==> src/rtl/wac_adc_capture_if.sv <==
// rtl/wac_adc_capture_if.sv - controller/ADC-pin bundle for the dual SPI ADC capture block
interface wac_adc_capture_if;
  logic        ctrlEn;
  logic        abort;
  logic        modeAdc;
  logic [11:0] nSamples;
  logic        SDOADC1;
  logic        SDOADC2;
  logic        CSADC1;
  logic        CLKADC1;
  logic        CSADC2;
  logic        CLKADC2;
  logic [11:0] dataAdc;
  logic        readyAdc;
  logic        busy;
  logic        done;

  modport master (
    output ctrlEn, abort, modeAdc, nSamples, SDOADC1, SDOADC2,
    input  CSADC1, CLKADC1, CSADC2, CLKADC2, dataAdc, readyAdc, busy, done
  );

  modport slave (
    input  ctrlEn, abort, modeAdc, nSamples, SDOADC1, SDOADC2,
    output CSADC1, CLKADC1, CSADC2, CLKADC2, dataAdc, readyAdc, busy, done
  );
endinterface

==> src/rtl/wac_adc_capture.sv <==
// rtl/wac_adc_capture.sv - burst capture of 16-clock SPI frames from one of two 12-bit ADCs
module wac_adc_capture #(
  parameter int CLK_DIV   = 2,
  parameter int QUIET_CYC = 4
) (
  input logic               clk,
  input logic               nRst,
  wac_adc_capture_if.slave  bus
);

  typedef enum logic [2:0] {IDLE, SETUP, SHIFT, QUIET, FIN} state_t;

  localparam logic [7:0] DIV_LAST   = 8'(CLK_DIV - 1);
  localparam logic [7:0] QUIET_LAST = 8'(QUIET_CYC - 1);

  state_t      state_q;
  logic        mode_q;
  logic [11:0] smp_cnt_q;
  logic [7:0]  div_cnt_q;
  logic [4:0]  half_cnt_q;
  logic [11:0] shift_q;
  logic        cs1_q, cs2_q, sclk1_q, sclk2_q;
  logic [11:0] data_q;
  logic        ready_q, busy_q, done_q;

  logic sdo_sel;
  logic div_last;
  logic shift_done;
  logic abort_act;

  assign sdo_sel    = mode_q ? bus.SDOADC2 : bus.SDOADC1;
  assign div_last   = (div_cnt_q == DIV_LAST);
  assign shift_done = (state_q == SHIFT) && div_last && (half_cnt_q == 5'd31);
  // A frame finishing on this edge still delivers its result; abort then acts from QUIET.
  assign abort_act  = bus.abort && !shift_done &&
                      (state_q == SETUP || state_q == SHIFT || state_q == QUIET);

  always_ff @(posedge clk or negedge nRst) begin
    if (!nRst) begin
      state_q    <= IDLE;
      mode_q     <= 1'b0;
      smp_cnt_q  <= '0;
      div_cnt_q  <= '0;
      half_cnt_q <= '0;
      shift_q    <= '0;
      cs1_q      <= 1'b1;
      cs2_q      <= 1'b1;
      sclk1_q    <= 1'b1;
      sclk2_q    <= 1'b1;
      data_q     <= '0;
      ready_q    <= 1'b0;
      busy_q     <= 1'b0;
      done_q     <= 1'b0;
    end else begin
      ready_q <= 1'b0;
      done_q  <= 1'b0;
      if (abort_act) begin
        state_q <= FIN;
        cs1_q   <= 1'b1;
        cs2_q   <= 1'b1;
        sclk1_q <= 1'b1;
        sclk2_q <= 1'b1;
        busy_q  <= 1'b0;
        done_q  <= 1'b1;
      end else begin
        case (state_q)
          IDLE: begin
            if (bus.ctrlEn) begin
              if (bus.nSamples != 12'd0) begin
                state_q   <= SETUP;
                mode_q    <= bus.modeAdc;
                smp_cnt_q <= bus.nSamples;
                busy_q    <= 1'b1;
                cs1_q     <= bus.modeAdc;
                cs2_q     <= ~bus.modeAdc;
                div_cnt_q <= '0;
              end else begin
                state_q <= FIN;
                done_q  <= 1'b1;
              end
            end
          end
          SETUP: begin
            if (div_last) begin
              state_q    <= SHIFT;
              div_cnt_q  <= '0;
              half_cnt_q <= '0;
              sclk1_q    <= mode_q;
              sclk2_q    <= ~mode_q;
            end else begin
              div_cnt_q <= div_cnt_q + 8'd1;
            end
          end
          SHIFT: begin
            if (shift_done) begin
              state_q   <= QUIET;
              div_cnt_q <= '0;
              cs1_q     <= 1'b1;
              cs2_q     <= 1'b1;
              sclk1_q   <= 1'b1;
              sclk2_q   <= 1'b1;
              data_q    <= shift_q;
              ready_q   <= 1'b1;
              smp_cnt_q <= smp_cnt_q - 12'd1;
            end else if (div_last) begin
              div_cnt_q  <= '0;
              half_cnt_q <= half_cnt_q + 5'd1;
              // Even halves end low, so this edge is the SCLK rise; leading zeros fall off the top.
              if (!half_cnt_q[0]) begin
                sclk1_q <= 1'b1;
                sclk2_q <= 1'b1;
                shift_q <= {shift_q[10:0], sdo_sel};
              end else begin
                sclk1_q <= mode_q;
                sclk2_q <= ~mode_q;
              end
            end else begin
              div_cnt_q <= div_cnt_q + 8'd1;
            end
          end
          QUIET: begin
            if (div_cnt_q == QUIET_LAST) begin
              div_cnt_q <= '0;
              if (smp_cnt_q != 12'd0) begin
                state_q <= SETUP;
                cs1_q   <= mode_q;
                cs2_q   <= ~mode_q;
              end else begin
                state_q <= FIN;
                busy_q  <= 1'b0;
                done_q  <= 1'b1;
              end
            end else begin
              div_cnt_q <= div_cnt_q + 8'd1;
            end
          end
          FIN:     state_q <= IDLE;
          default: state_q <= IDLE;
        endcase
      end
    end
  end

  assign bus.CSADC1   = cs1_q;
  assign bus.CSADC2   = cs2_q;
  assign bus.CLKADC1  = sclk1_q;
  assign bus.CLKADC2  = sclk2_q;
  assign bus.dataAdc  = data_q;
  assign bus.readyAdc = ready_q;
  assign bus.busy     = busy_q;
  assign bus.done     = done_q;

endmodule

==> src/flat_wrapper.sv <==
// flat-port wrapper written by rule: the top's interface ports become plain ports
module wac_adc_capture_flat 
#(
  parameter int CLK_DIV   = 2,
  parameter int QUIET_CYC = 4
)
  (clk, nRst, bus_ctrlEn, bus_abort, bus_modeAdc, bus_nSamples, bus_SDOADC1, bus_SDOADC2, bus_CSADC1, bus_CLKADC1, bus_CSADC2, bus_CLKADC2, bus_dataAdc, bus_readyAdc, bus_busy, bus_done);
  wac_adc_capture_if bus_i ();
  input logic clk;
  input logic nRst;
  input wire logic [$bits(bus_i.ctrlEn)-1:0] bus_ctrlEn;
  input wire logic [$bits(bus_i.abort)-1:0] bus_abort;
  input wire logic [$bits(bus_i.modeAdc)-1:0] bus_modeAdc;
  input wire logic [$bits(bus_i.nSamples)-1:0] bus_nSamples;
  input wire logic [$bits(bus_i.SDOADC1)-1:0] bus_SDOADC1;
  input wire logic [$bits(bus_i.SDOADC2)-1:0] bus_SDOADC2;
  output wire logic [$bits(bus_i.CSADC1)-1:0] bus_CSADC1;
  output wire logic [$bits(bus_i.CLKADC1)-1:0] bus_CLKADC1;
  output wire logic [$bits(bus_i.CSADC2)-1:0] bus_CSADC2;
  output wire logic [$bits(bus_i.CLKADC2)-1:0] bus_CLKADC2;
  output wire logic [$bits(bus_i.dataAdc)-1:0] bus_dataAdc;
  output wire logic [$bits(bus_i.readyAdc)-1:0] bus_readyAdc;
  output wire logic [$bits(bus_i.busy)-1:0] bus_busy;
  output wire logic [$bits(bus_i.done)-1:0] bus_done;
  assign bus_i.ctrlEn = bus_ctrlEn;
  assign bus_i.abort = bus_abort;
  assign bus_i.modeAdc = bus_modeAdc;
  assign bus_i.nSamples = bus_nSamples;
  assign bus_i.SDOADC1 = bus_SDOADC1;
  assign bus_i.SDOADC2 = bus_SDOADC2;
  assign bus_CSADC1 = bus_i.CSADC1;
  assign bus_CLKADC1 = bus_i.CLKADC1;
  assign bus_CSADC2 = bus_i.CSADC2;
  assign bus_CLKADC2 = bus_i.CLKADC2;
  assign bus_dataAdc = bus_i.dataAdc;
  assign bus_readyAdc = bus_i.readyAdc;
  assign bus_busy = bus_i.busy;
  assign bus_done = bus_i.done;
  wac_adc_capture #(.CLK_DIV(CLK_DIV), .QUIET_CYC(QUIET_CYC)) u_core (.clk(clk), .nRst(nRst), .bus(bus_i));
endmodule
==> config.mk <==
export PLATFORM = sky130hd
export DESIGN_NAME = wac_adc_capture_flat
export DESIGN_NICKNAME = d
export VERILOG_FILES = /design/src/rtl/wac_adc_capture_if.sv /design/src/rtl/wac_adc_capture.sv /design/src/flat_wrapper.sv
export SDC_FILE = /design/constraint.sdc
export NUM_CORES = 1
export LEC_CHECK = 0
export ABC_CLOCK_PERIOD_IN_PS = 2500
export BUFFER_PORTS_ARGS = -buffer_cell sky130_fd_sc_hd__buf_4
export CELL_PAD_IN_SITES_DETAIL_PLACEMENT = 1
export CELL_PAD_IN_SITES_GLOBAL_PLACEMENT = 1
export CORE_MARGIN = 3
export CORE_UTILIZATION = 35
export DETAILED_ROUTE_END_ITERATION = 7
export GPL_ROUTABILITY_DRIVEN = 0
export HOLD_SLACK_MARGIN = 0.03
export PLACE_DENSITY = 0.7
export RECOVER_POWER = 100
export SLEW_MARGIN = 25
export SYNTH_ARGS = -nofsm -noshare
export SYNTH_HDL_FRONTEND = slang
export SYNTH_SLANG_ARGS = --single-unit
==> constraint.sdc <==
create_clock -name clk -period 2.5 [get_ports clk]
set_input_delay 0.125 -clock clk [delete_from_list [all_inputs] [get_ports clk]]
set_output_delay 0.125 -clock clk [all_outputs]
set_load 0.05 [all_outputs]
==> out/metrics.yaml <==
synth_warnings: 0
port_buffers: 37
mostFrequentLayoutCell: "dfrtp_1"
ys_seq_area_frac: 0.4712
htreeDepth: 3
synth-edff-count: 0
rows: 34
cts_setup_buffers: 0
crit_cells: 6
worst_pin_slew_ns: 1.531
drive_above_1_share: 0.2087
insertedDiodeCount: 0
ys.flop_type: "dfrtp_1"
crit_type: "register to register"
start_util: 0.3630
syn_to_final_growth_pct: 20.12
end_kind: "register"
grt_usage: 0.1860
hold_path_class: "input port to register"
fin_crit_sh: 0.9331
hold_depth: 3
skew_ns: 0.01088
nets: 413
p_per_area_mw_per_mm2: 1029
fin_crit_ns: 2.333
grt_pass1_vias: 3019
cts_sinks: 60
ys_ff_latch: 60
firstDrtPassIters: 4
reg2reg_slack_ns: 0.17
cts_buffer_depth: 2
cts_buffers: 9
synth-compound-area-share: 0.1816
postSynthAreaPerCell_um2: 9.458
grt_pass1_wl_um: 15080
syn_nets: 363
async_reset_ff_frac: 1.000
maxSlewViolCount: 61
worstPathArrival_ns: 2.56
violations: "capacitance limit, slew limit"
grt_overflow: 0
seqCellArea_mm2: 0.001506
synthSimpleGateAreaFrac: 0.2411
min_to: "u_core.shift_q[0]"
root_buffer: "clkbuf_8"
grt_max_degree: 61
vias: 2783
fmax_ghz: 0.4287
maxCapViolCount: 1
synth_cell_types: 60
hold_viol_final: 0
cp_num_buf_inv: 1
critPathLaunchType: "register"
cp_slowest_stage_delay_ns: 0.51
path_clk_slew_ns: 0.07
setup_tns_ns: 0
worstHoldStart: "bus_SDOADC1"
final-setup-viol-count: 0
worstPathRequired_ns: 2.73
cp_top_family: "simple AND/OR/NAND/NOR gates"
clk_latency_ns: 0.34
synth_top_family_by_area: "simple AND/OR/NAND/NOR gates"
fillers: 1025
r2r_cells: 6
cts_tree: "done"
relSlewSlack: -0.02060
crit_chain: "inv_1 -> ha_2 -> or3b_2 -> or4_4 -> and3_4 -> a2111oi_4"
placed_cell_area_mm2: 0.003660
synthAdderAreaFrac: 0.02348
antenna_found_initial: 0
slowest_stage: "or3b_2"
rsz0062_at_grt: "false"
die_w_um: 101.6
vdd_drop_max_mv: 0.3041
worstReg2RegEnd: "u_core.state_q[0]"
wirelength_um: 8715
muxShareOfSynthArea: 0.04853
wl_per_cell_um: 17.40
dieArea_mm2: 0.01032
syn-cell-area_mm2: 0.003197
run_status: "complete, but fails checks"
final_cell_mix: "56 x dfrtp_1, 48 x nand2_1, 32 x nor2_1"
dp_hpwl_um: 6042
ioPinCount: 38
path_max_fanout: 6
final_cells: 501
coreArea_mm2: 0.008806
ant_nets: 0
drt-vias-per-instance: 5.555
finalCoreUtilization: 0.4361
place_inst: 482
syn_inst: 338
fp.dieH_um: 101.6
postLayoutCellArea_mm2: 0.003840
synth_xor_area_frac: 0.002740
whs_ns: 0.08097
drtIter0Drc: 84
p_leak_nw: 1.742
drc: 0
regToRegStartpoint: "u_core.div_cnt_q[1]"
multiInputGateArea_mm2: 0.001582
[power breakdown]
group          total (mW)  leakage, nW  internal [mW]  switching (mW)
clock                1.08        0.117          0.664           0.411
sequential           1.38        0.789           1.18           0.192
combinational        1.50        0.836          0.573           0.926
[cells in the mapped netlist (3+ instances only)]
library cell	count	area share
nand2_1	48	0.056
nor3_1	14	0.022
o21ai_0	26	0.041
o31ai_1	7	0.016
nand2b_1	6	0.012
dfrtp_1	56	0.44
buf_2	5	0.0078
nand3_1	11	0.017
and3_1	7	0.014
inv_1	8	0.0094
a21oi_1	12	0.019
nor2_1	32	0.038
or4_1	3	0.0070
ha_1	6	0.023
clkbuf_1	10	0.012
a31oi_1	3	0.0059
mux2_2	12	0.042
a22oi_1	5	0.012
dfstp_2	4	0.033
nor4_1	4	0.0078
[per-layer routing]
layer | GRT usage | wire length, um
met1 | 0.2373 | 4119
met2 | 0.3104 | 4191
met3 | 0.03237 | 240
met4 | 0.07873 | 164
met5 | 0 | 0
[how the worst max path moves through the flow]
stage	start	end	slack, ns
after floorplan	u_core.half_cnt_q[0]	u_core.div_cnt_q[6]	0.17
after global routing	u_core.half_cnt_q[1]	u_core.state_q[0]	0.02
after CTS	u_core.half_cnt_q[1]	u_core.div_cnt_q[6]	0.12
final	u_core.div_cnt_q[1]	u_core.state_q[0]	0.17
after global placement	u_core.div_cnt_q[1]	u_core.state_q[0]	0.21
after detailed placement	u_core.div_cnt_q[1]	u_core.bus.CSADC2	0.14
[kinds of logic after synthesis]
kind of cell               Yosys count
AOI/OAI and AO/OA                   83
xor gates and xnor gates             1
adders and majority gates            6
buffers and inverters               25
DFF                                 60
muxes                               14
and+or+nand+nor                    149
[what timing repair did]
action / CTS / global route
endpoints found under the hold margin: 58 / 0
endpoints found under the setup margin: 0 / 6
hold buffers: 3 / 0
gates resized for setup: 0 / 2
[final cells by class]
cell class              instances  share of cell area
clock buffers                  10             0.03324
clock inverters                 6             0.02900
inverters                       8            0.007820
multi-input cells             253              0.4119
flip-flops and latches         60              0.3923
well taps                     108             0.03519
repair buffers                 56             0.09058
[worst reg2reg max path, delay by kind of cell, from the launching register on]
| family | cells | cell delay, ns |
|---|---|---|
| AND/OR/NAND/NOR | 3 | 1.18 |
| flip-flops | 1 | 0.43 |
| AO/OA/AOI/OAI | 1 | 0.30 |
| adder cells (fa/ha/maj) | 1 | 0.23 |
| buffers and inverters | 1 | 0.08 |
[flip-flops by register name (all words and copies together), names as in the netlist, 3 cells and up]
signal and flops:
u_core.div_cnt_q 8, u_core.bus.dataAdc 12, u_core.shift_q 12, u_core.state_q 3, u_core.smp_cnt_q 12, u_core.half_cnt_q 5
[stage by stage]
step	worst slack [ns]	power (mW)
floorplan	0.1711	2.443
global placement	0.2091	2.873
detailed placement	0.1357	2.931
CTS	0.1158	4.036
global route	0.01626	4.244
finish	0.1673	3.951
No activity file was read; power rests on OpenSTA's default activity.
